==> config.mk <==
export PLATFORM = sky130hd
export DESIGN_NAME = tick_countdown_timer
export DESIGN_NICKNAME = d
export VERILOG_FILES = /design/src/rtl/tick_countdown_timer.sv
export SDC_FILE = /design/constraint.sdc
export NUM_CORES = 1
export LEC_CHECK = 0
export ABC_AREA = 1
export CELL_PAD_IN_SITES_DETAIL_PLACEMENT = 1
export CELL_PAD_IN_SITES_GLOBAL_PLACEMENT = 1
export CORE_UTILIZATION = 36
export CTS_BUF_LIST = sky130_fd_sc_hd__clkbuf_8 sky130_fd_sc_hd__clkbuf_16
export CTS_CLUSTER_SIZE = 40
export DETAILED_ROUTE_END_ITERATION = 8
export PLACE_DENSITY_LB_ADDON = 0.1
export SLEW_MARGIN = 20
export SYNTH_ARGS = -nofsm -noshare
export SYNTH_HDL_FRONTEND = slang
export SYNTH_SLANG_ARGS = --single-unit
==> constraint.sdc <==
create_clock -name clk_FPGA -period 2.45 [get_ports clk_FPGA]
set_input_delay 0.49 -clock clk_FPGA [delete_from_list [all_inputs] [get_ports clk_FPGA]]
set_output_delay 0.49 -clock clk_FPGA [all_outputs]
set_load 0.005 [all_outputs]
==> src/rtl/tick_countdown_timer.sv <==
// rtl/tick_countdown_timer.sv - slow_clock edge-to-tick converter driving a loadable countdown timer
// States: IDLE, RUN, PAUSE, DONE. Per-cycle priority: clear > start > pause > tick.
module tick_countdown_timer #(
  parameter int COUNT_WIDTH = 8,
  parameter int SYNC_STAGES = 2
) (
  input  logic                   clk_FPGA,
  input  logic                   reset,
  input  logic                   slow_clock_i,
  input  logic [COUNT_WIDTH-1:0] load_value_i,
  input  logic                   start_i,
  input  logic                   pause_i,
  input  logic                   clear_i,
  output logic                   tick_o,
  output logic [COUNT_WIDTH-1:0] count_value_o,
  output logic                   running_o,
  output logic                   done_pulse_o,
  output logic                   expired_o
);

  localparam logic [1:0] ST_IDLE  = 2'd0;
  localparam logic [1:0] ST_RUN   = 2'd1;
  localparam logic [1:0] ST_PAUSE = 2'd2;
  localparam logic [1:0] ST_DONE  = 2'd3;

  logic [SYNC_STAGES-1:0] sync_q;
  logic                   prev_q;
  logic [1:0]             state_q, state_d;
  logic [COUNT_WIDTH-1:0] count_q, count_d;
  logic                   done_q, done_d;
  logic                   running_q, expired_q;

  // slow_clock is asynchronous; only the last chain stage is trusted
  always_ff @(posedge clk_FPGA or negedge reset) begin
    if (!reset) begin
      sync_q <= '0;
      prev_q <= 1'b0;
    end else begin
      sync_q <= {sync_q[SYNC_STAGES-2:0], slow_clock_i};
      prev_q <= sync_q[SYNC_STAGES-1];
    end
  end

  assign tick_o = sync_q[SYNC_STAGES-1] & ~prev_q;

  always_comb begin
    state_d = state_q;
    count_d = count_q;
    done_d  = 1'b0;
    if (clear_i) begin
      state_d = ST_IDLE;
      count_d = '0;
    end else if (start_i) begin
      if (state_q == ST_PAUSE) begin
        state_d = ST_RUN;
      end else begin
        count_d = load_value_i;
        if (load_value_i == '0) begin
          state_d = ST_DONE;
          done_d  = 1'b1;
        end else begin
          state_d = ST_RUN;
        end
      end
    end else if (pause_i && (state_q == ST_RUN)) begin
      state_d = ST_PAUSE;
    end else if (tick_o && (state_q == ST_RUN)) begin
      // Leaving RUN at 1 -> 0 is what keeps the decrement from ever wrapping
      if (count_q == COUNT_WIDTH'(1)) begin
        count_d = '0;
        state_d = ST_DONE;
        done_d  = 1'b1;
      end else begin
        count_d = count_q - COUNT_WIDTH'(1);
      end
    end
  end

  always_ff @(posedge clk_FPGA or negedge reset) begin
    if (!reset) begin
      state_q   <= ST_IDLE;
      count_q   <= '0;
      done_q    <= 1'b0;
      running_q <= 1'b0;
      expired_q <= 1'b0;
    end else begin
      state_q   <= state_d;
      count_q   <= count_d;
      done_q    <= done_d;
      running_q <= (state_d == ST_RUN);
      expired_q <= (state_d == ST_DONE);
    end
  end

  assign count_value_o = count_q;
  assign running_o     = running_q;
  assign done_pulse_o  = done_q;
  assign expired_o     = expired_q;

endmodule

Word-level counts from Yosys, hierarchy flattened
Cells that the tools add are included.
Word-level totals
  flip-flop bits (word level): 16
  logic and storage cells: 42
  output and inout bits: 12
  bits of input ports: 14
Operators by class
  muxes and demuxes: 20
  eq/ne operators: 7
  add/subtract/negate cells: 1
  bitwise gates (word level): 2
  reduce and logical (&&, ||, !) cells: 5
Operators by type and width (number)
  2-to-1 mux 8 bit: 6
  2-to-1 mux 2 bit: 7
  equality test 8 x 1 -> 1 bit (second input constant): 1
  zero test 8 bit: 1
  subtractor 8 x 1 -> 8 bit (second input constant): 1
  2-to-1 mux 1 bit: 7
  inequality test 3 bit (second input constant): 2
  equality test 2 x 1 -> 1 bit (second input constant): 2
  equality test 2 bit (second input constant): 2
  AND reduction 3 bit: 1
  nonzero test 3 bit: 1
  logical AND 1 bit: 2
  AND 1 bit: 1
  NOT 1 bit: 1

Longest topological paths before layout
Gate-level depths: netlist (run 1).
  depth in word-level cells: 8
  gate-level depth with buffers: 9
  mapped depth without buffers: 9

Worst setup path before layout (run 1)
No wires, ideal clock.
  path type: input to register
  start point: input start_i
  end point: register count_q[7] (netlist: count_value_o[7])
  data required time: 2.330 ns
  setup time: 0.120 ns
  cell stages on the path: 6
  path slack: 1.194 ns
  arrival time: 1.136 ns
  cell sequence: nor2_2 > nand3_1 > nand3_4 > inv_4 > nor2_2 > a21oi_2
On the way
  longest elaborated chain between the ends: 2
Ends and longest elaborated chain
  from (decl): line 11  | input logic start_i,
  inequality test 3 bit (no line), or another cell as far along
  AND reduction 3 bit (no line) / 2-to-1 mux 8 bit (equally long branches)
  to (signal assigned): line 88  | count_q <= count_d;
  to (decl): line 29  | logic [COUNT_WIDTH-1:0] count_q, count_d;
Several ways; a longest one is shown, not always the timed one.
A chain may end at the register's enable or synchronous reset.

Worst setup path after layout (run 1)
  start point: register prev_q
  end point: output tick_o
On the way
  longest elaborated chain between the ends: 2
Ends and longest elaborated chain
  from (decl): line 27  | logic prev_q;
  from (signal assigned): line 40  | prev_q <= sync_q[SYNC_STAGES-1];
  NOT 1 bit: line 44  | assign tick_o = sync_q[SYNC_STAGES-1] & ~prev_q;
  AND 1 bit: line 44
  to (decl): line 14  | output logic tick_o,
No other way between the ends.

==> reports/metrics.sh, run 1 <==
OUTCOME='complete, no violations'
WORSTPATHCELLLIST='nor2_2 > clkdlybuf4s50_1'
GLOBALROUTETOTALUTIL_PCT=22.7
GRT_ANTENNA_BEFORE_REPAIR=0
GRT_SETUP_UNREPAIRED='no'
START_UTIL_PCT=39.4
HP-CLASS='flop to flop'
SYN_NETS=156
IO_BUFFERS=25
DIE_WIDTH_UM=55.0
DRT-WIRELENGTH-PER-CELL_UM=13.7
POST_CTS_BUFFERS=0
CAP_VIOL_MAX_COUNT=0
CELLLEAKAGEPOWER_uW=0.000653
POST_DRT_VIA_CELL_RATIO=5.04
YOSYS-MUX-AREA-FRACTION_PCT=0
DESIGN.CORE.AREA_UM2=2570
ROUTE.DETAILED.DRC=0
YOSYSWARNINGCOUNT=0
INSERTEDDIODECOUNT=0
WORSTPATHMAXFANOUT=5
FINALWEIGHTEDCONGESTION=0.832
SYNTH.TOP_CELLS.BY_AREA='sky130_fd_sc_hd__dfrtp_1 (40%), sky130_fd_sc_hd__nand2_1 (15%), sky130_fd_sc_hd__inv_1 (6.3%)'
DIE_H_UM=55.0
VIAS=1003
WORST_EP_ARRIVAL_TIME_NS=1.39
CRITPATHREQUIREDTIME_NS=1.96
CLK_PIN_SLEW_NS=0.06
SYN_AVG_CELL_AREA_UM2=7.23
TRITONCTS='done'
HOLD_VIOL_FINAL=0
NUM_ROWS=18
POST_CTS_HOLD_BUFFER_COUNT=0
FINCLKSKEW_NS=0.00219
AREA_DELTA_SYNTH_FINAL_PCT=33.9
DRIVE_ABOVE_1_SHARE_PCT=13.0
SYNTH.LARGEST_AREA_CELL='sky130_fd_sc_hd__dfrtp_1'
NUMBER_OF_PLACED_INSTANCES_TAPS_INCLUDED=195
SYNTH_TOP_FAMILY_BY_AREA='simple AND/OR/NAND/NOR gates'
TIMING.SETUP.CRITICAL_PATH_CLASS='flop to output port'
REGISTER_AREA_SHARE_AFTER_SYNTHESIS_PCT=39.6
FINALCRITPERIODSHARE_PCT=76.8
MAX-CLOCK-PATH-BUFFERS=2
CTS.ROOT.BUFFER_CELL='sky130_fd_sc_hd__clkbuf_8'
YOSYS.AREA_SHARE.SIMPLE_PCT=42.2
MAX_CLOCK_FREQ_GHz=0.532
DRTITER0DRC=8
SYNTH-SEQ-CELLS=16
FINISH.NET_COUNT=186
FINAL_PERIOD_MINUS_WORST_SETUP_SLACK_NS=1.88
ANTENNA_LEFT=0
POWER_uW=839
SYNTH-ADDER-AREA-SHARE_PCT=2.47
SYNTHXORXNORAREAFRAC_PCT=1.73
VIA_COUNT_OF_THE_FIRST_GLOBAL_ROUTING_PASS=1108
SYNTH.DISTINCT_CELLS=21
SYNTH_COMPOUND_AREA_SHARE_PCT=6.80
IR_WORST_VDD_mV=0.384
MAXSLEWHEADROOM_PCT=48.7
FINALSETUPVIOLCOUNT=0
TOP_PORTS=26
PIN_COUNT_OF_THE_BIGGEST_NET_ENTERING_GLOBAL_ROUTING=17
CRITICAL_PATH.SLOWEST_CELL='sky130_fd_sc_hd__clkdlybuf4s50_1'
DETAILEDROUTE.FIRSTPASSITERATIONCOUNT=4
DPL.HPWL_UM=2280
NUMBER_OF_CLOCK_SINKS=16
FILLCELLCOUNT=341
FIN_TNS_SETUP_NS=0
CRITICAL-PATH-MAX-STAGE-DELAY_NS=0.55
DIEAREA_UM2=3030
GRT_OVERFLOW_TOTAL=0
WORST_SETUP_PATH_START_KIND='flop'
DRV_SLEW=0
CLOCK_TREE.HTREE_LEVEL_COUNT=1
MAPPEDNETLISTAREA_UM2=1010
RESIZED_AFTER_CTS=0
NETLIST.AREA_LEADER.SHARE_PCT=39.6
DRT_WL_TOTAL_UM=2740
INSERTION_DELAY_NS=0.25
FINALNONFILLERCELLS=199
END_KIND='output port'
HOLD_SLACK_NS=0.357
WORST_SLEW_PIN_SLEW_NS=0.768
INSERTED_CLOCK_BUFFERS=3
GRT_PASS1_WL_UM=4710
TOTAL_POWER_PER_UNIT_CELL_AREA_nW_PER_UM2=619
NETLIST_INSTANCES=140
[metrics by stage]
stage / setup slack, ns / util [%] / cell area [um2]
detailed placement: 0.498 / 50.6 / 1300
CTS: 0.542 / 52.8 / 1360
floorplan: 1.19 / - / 1010
global route: 0.463 / 52.8 / 1360
global placement: 0.551 / 50.6 / 1300
finish: 0.569 / 52.8 / 1360
[state kept, by name (all words and copies together), names as in the netlist]
| name | flops |
|---|---|
| count_value_o | 8 |
| state_q | 2 |
| sync_q | 2 |
| done_pulse_o | 1 |
| expired_o | 1 |
| prev_q | 1 |
| running_o | 1 |
[power breakdown]
part	internal, uW	switching, uW	total [uW]
clock	143	93.3	236
sequential	293	38.1	331
combinational	126	146	272
[cell type report]
cell class                      instances  area, um2  area share, %
Multi-Input combinational cell        105        538           39.7
Sequential cell                        16        400           29.5
Timing Repair Buffer                   25        250           18.5
Tap cell                               30       37.5           2.77
Clock buffer                            4       55.1           4.06
Inverter                               19       73.8           5.45
[routing by layer]
layer,vias to the layer above,track usage (%),routed length (um)
met4,0,10.0,55
li1,496,-,-
met2,23,41.8,1450
met3,7,4.10,90
met5,-,0,0
met1,477,25.2,1140
[path summary, 6_finish.rpt]
check                           slack [ns]                         start  cells after the start                           end
worst max-delay path                  0.57              prev_q$_DFF_PN0_                      2                        tick_o
worst min-delay path                  0.36           sync_q[0]$_DFF_PN0_                      0           sync_q[1]$_DFF_PN0_
worst max register to register        1.01  count_value_o[1]$_DFFE_PN0P_                      7  count_value_o[0]$_DFFE_PN0P_
worst min register to register        0.36           sync_q[0]$_DFF_PN0_                      0           sync_q[1]$_DFF_PN0_
max in group asynchronous             1.28                         reset                      1           expired_o$_DFF_PN0_
min in group asynchronous             0.69                         reset                      1  count_value_o[2]$_DFFE_PN0P_
[logic make-up (layout without fill, tap and decap cells)]
family          after synthesis  count (layout)
simple gates                 89              89
buf+inv                      19              48
flops                        16              16
compound gates               12              12
fa+ha+maj                     2               2
xor+xnor                      2               2
[layout by cell type, fill, tap and decap left out]
master and instances:
sky130_fd_sc_hd__a21oi_1 4, sky130_fd_sc_hd__nor2_1 17, sky130_fd_sc_hd__nor3_1 1, sky130_fd_sc_hd__a21oi_2 1, sky130_fd_sc_hd__nand2_1 41, sky130_fd_sc_hd__o21ai_0 5
sky130_fd_sc_hd__nand3_1 12, sky130_fd_sc_hd__ha_1 2, sky130_fd_sc_hd__nand3_4 1, sky130_fd_sc_hd__inv_2 1, sky130_fd_sc_hd__inv_4 1, sky130_fd_sc_hd__nor2_2 7
sky130_fd_sc_hd__inv_1 17, sky130_fd_sc_hd__a31oi_1 1, sky130_fd_sc_hd__nand4_1 3, sky130_fd_sc_hd__nand2_2 2, sky130_fd_sc_hd__and3_1 1, sky130_fd_sc_hd__o21ai_2 1
sky130_fd_sc_hd__clkdlybuf4s50_1 25, sky130_fd_sc_hd__xnor2_1 2, sky130_fd_sc_hd__nor2_4 4, sky130_fd_sc_hd__clkbuf_8 4, sky130_fd_sc_hd__dfrtp_1 16
[cell usage after synthesis]
master	number
sky130_fd_sc_hd__nor3_1	1
sky130_fd_sc_hd__xnor2_1	2
sky130_fd_sc_hd__nand2_2	2
sky130_fd_sc_hd__o21ai_0	5
sky130_fd_sc_hd__nand3_4	1
sky130_fd_sc_hd__and3_1	1
sky130_fd_sc_hd__a21oi_1	4
sky130_fd_sc_hd__nand3_1	12
sky130_fd_sc_hd__a31oi_1	1
sky130_fd_sc_hd__nand2_1	41
sky130_fd_sc_hd__inv_1	17
sky130_fd_sc_hd__inv_4	1
sky130_fd_sc_hd__nor2_1	17
sky130_fd_sc_hd__o21ai_2	1
sky130_fd_sc_hd__inv_2	1
sky130_fd_sc_hd__nor2_4	4
sky130_fd_sc_hd__ha_1	2
sky130_fd_sc_hd__a21oi_2	1
sky130_fd_sc_hd__nand4_1	3
sky130_fd_sc_hd__nor2_2	7
sky130_fd_sc_hd__dfrtp_1	16
[worst max-delay path: cells and delay by family, from the launching register on]
| family | cells | cell delay (ns) |
|---|---|---|
| and+or+nand+nor | 1 | 0.22 |
| buffers and inverters | 1 | 0.55 |
| DFF | 1 | 0.37 |
No activity file was read; power rests on OpenSTA's default activity.
==> run 2: changes to the inputs <==
--- a/config.mk
+++ b/config.mk
@@ -8,7 +8,7 @@
 export ABC_AREA = 1
 export CELL_PAD_IN_SITES_DETAIL_PLACEMENT = 1
 export CELL_PAD_IN_SITES_GLOBAL_PLACEMENT = 1
-export CORE_UTILIZATION = 36
+export CORE_UTILIZATION = 34
 export CTS_BUF_LIST = sky130_fd_sc_hd__clkbuf_8 sky130_fd_sc_hd__clkbuf_16
 export CTS_CLUSTER_SIZE = 40
 export DETAILED_ROUTE_END_ITERATION = 8
==> constraint.sdc (replaced) <==
create_clock -name clk_FPGA -period 1.95 [get_ports clk_FPGA]
set_input_delay 0.39 -clock clk_FPGA [delete_from_list [all_inputs] [get_ports clk_FPGA]]
set_output_delay 0.39 -clock clk_FPGA [all_outputs]
set_load 0.005 [all_outputs]
==> reports/metrics.sh, run 2 (same netlist as run 1, synthesis figures left out) <==
UTILIZATION_PCT=49.3
CRIT_START='sync_q[1]$_DFF_PN0_'
NUMBER_OF_CLOCK_SINKS=16
GRT_SETUP_UNREPAIRED='no'
LARGEST_REG_FLOPS=8
WORSTPATHBUFFERINVERTERCOUNT=2
POST_CTS_HOLD_BUFFER_COUNT=0
WORST_R2R_STARTPOINT='count_value_o[1]$_DFFE_PN0P_'
TOP_PORTS=26
IR_WORST_VDD_mV=0.462
CRITPATHREQUIREDTIME_NS=1.56
MOST_FREQUENT_STANDARD_CELL_IN_THE_LAYOUT_EXCLUDING_FILL_AND_TAP_CELLS='sky130_fd_sc_hd__nand2_1'
MOST-COMMON-LAYOUT-CELLS='sky130_fd_sc_hd__nand2_1 (41), sky130_fd_sc_hd__clkdlybuf4s50_1 (25), sky130_fd_sc_hd__inv_1 (17), sky130_fd_sc_hd__nor2_1 (17), sky130_fd_sc_hd__dfrtp_1 (16)'
DRT_WL_TOTAL_UM=2790
CTS.ROOT.BUFFER_CELL='sky130_fd_sc_hd__clkbuf_8'
DIE_H_UM=56.6
ANTENNA_LEFT=0
HP-CLASS='flop to flop'
MAX-CLOCK-PATH-BUFFERS=2
CRITICAL-PATH-MAX-STAGE-DELAY_NS=0.55
FINISH.NET_COUNT=188
TIMING.SETUP.CRITICAL_PATH_CLASS='flop to output port'
HOLD_PATH_STARTPOINT='sync_q[0]$_DFF_PN0_'
DRV_SLEW=0
CELLLEAKAGEPOWER_uW=0.000662
CELL_FAMILY_WITH_THE_LARGEST_SHARE_OF_CRITICAL_PATH_DELAY='buffers and inverters'
FINAL_PERIOD_MINUS_WORST_SETUP_SLACK_NS=1.77
NUM_ROWS=19
MAXSLEWHEADROOM_PCT=80.6
TOTAL_POWER_PER_UNIT_CELL_AREA_nW_PER_UM2=774
TOP_LAYER_USED='met4'
END_KIND='output port'
FINALCRITPERIODSHARE_PCT=90.8
GRT_ANTENNA_BEFORE_REPAIR=0
START_UTIL_PCT=36.4
POST_CTS_BUFFERS=0
ROUTE.DETAILED.DRC=0
WORSTPATHMAXFANOUT=5
FIN_TNS_SETUP_NS=0
WORST_SETUP_PATH_START_KIND='flop'
CRITICAL_PATH.SLOWEST_CELL='sky130_fd_sc_hd__clkdlybuf4s50_1'
DETAILEDROUTE.FIRSTPASSITERATIONCOUNT=4
WIRELENGTH_MET1_UM=1280
WORST_SLEW_PIN_SLEW_NS=0.288
DRTITER0DRC=25
INSERTION_DELAY_NS=0.25
GRT_OVERFLOW_TOTAL=0
HOLD_VIOL_FINAL=0
DESIGN.CORE.AREA_UM2=2780
TRITONCTS='done'
VIAS=985
OUTCOME='complete, no violations'
IO_BUFFERS=25
DRT-WIRELENGTH-PER-CELL_UM=13.8
MET2_WIRELENGTH_UM=1410
INSERTED_CLOCK_BUFFERS=3
FINCLKSKEW_NS=0.00256
CAP_VIOL_MAX_COUNT=0
DPL.HPWL_UM=2230
MAX_CLOCK_FREQ_GHz=0.565
RESIZED_AFTER_CTS=0
WL_MET3_UM=53
POST_DRT_VIA_CELL_RATIO=4.88
GLOBALROUTETOTALUTIL_PCT=19.0
DIE_WIDTH_UM=56.6
FINALWEIGHTEDCONGESTION=0.839
FINALSETUPVIOLCOUNT=0
WORST_EP_ARRIVAL_TIME_NS=1.38
PIN_COUNT_OF_THE_BIGGEST_NET_ENTERING_GLOBAL_ROUTING=17
VIA_COUNT_OF_THE_FIRST_GLOBAL_ROUTING_PASS=1018
CLK_PIN_SLEW_NS=0.07
AREA_DELTA_SYNTH_FINAL_PCT=35.5
GRT_PASS1_WL_UM=4660
INSERTEDDIODECOUNT=0
DIEAREA_UM2=3200
CLOCK_TREE.HTREE_LEVEL_COUNT=1
WORSTPATHCELLLIST='inv_1 > nor2_2 > clkdlybuf4s50_1'
DRIVE_ABOVE_1_SHARE_PCT=14.0
## run 2: worst reg2reg max path, stage by stage, from the launching register on
cell and delay (ns):
sky130_fd_sc_hd__dfrtp_1 0.42, sky130_fd_sc_hd__inv_1 0.10, sky130_fd_sc_hd__ha_1 0.14, sky130_fd_sc_hd__nand3_1 0.17, sky130_fd_sc_hd__o21ai_2 0.28, sky130_fd_sc_hd__nor2_1 0.08, sky130_fd_sc_hd__nor2_1 0.10, sky130_fd_sc_hd__nor2_1 0.05
## run 2: cell type report
cell class	count	area (um2)
clock buffer	4	55.1
fill	346	1410
inverter	19	73.8
multi-input combinational	105	538
sequential	16	400
tap	31	38.8
timing repair buffer	27	265
## run 2: worst paths after layout
kind	to	depth (start not counted)	slack, ns
max	tick_o	3	0.18
max in group asynchronous	done_pulse_o$_DFF_PN0_	2	1.30
min	sync_q[1]$_DFF_PN0_	0	0.36
min reg2reg	sync_q[1]$_DFF_PN0_	0	0.36
min in group asynchronous	count_value_o[7]$_DFFE_PN0P_	2	0.46
max reg2reg	count_value_o[5]$_DFFE_PN0P_	7	0.50
## run 2: metal layers
metal / up-vias / global-route usage (%)
met3: 4 / 2.07
li1: 502 / -
met5: - / 0
met1: 463 / 24.1
met2: 16 / 32.3
met4: 0 / 8.71
## run 2: stage by stage
stage	hold WS, ns	cells	setup WS (ns)	area (um2)	power [uW]
after detailed placement	0.336	198	0.117	1320	770
after global placement	0.341	198	0.185	1320	762
after global routing	0.373	202	0.108	1370	1130
final	0.356	202	0.180	1370	1060
after floorplan	0.0944	140	0.715	1010	609
after CTS	0.361	202	0.171	1370	1070
## run 2: power breakdown
| part | internal, uW | switching, uW |
|---|---|---|
| Clock | 179 | 120 |
| Sequential | 368 | 50.7 |
| Combinational | 161 | 183 |
| Total | 708 | 353 |
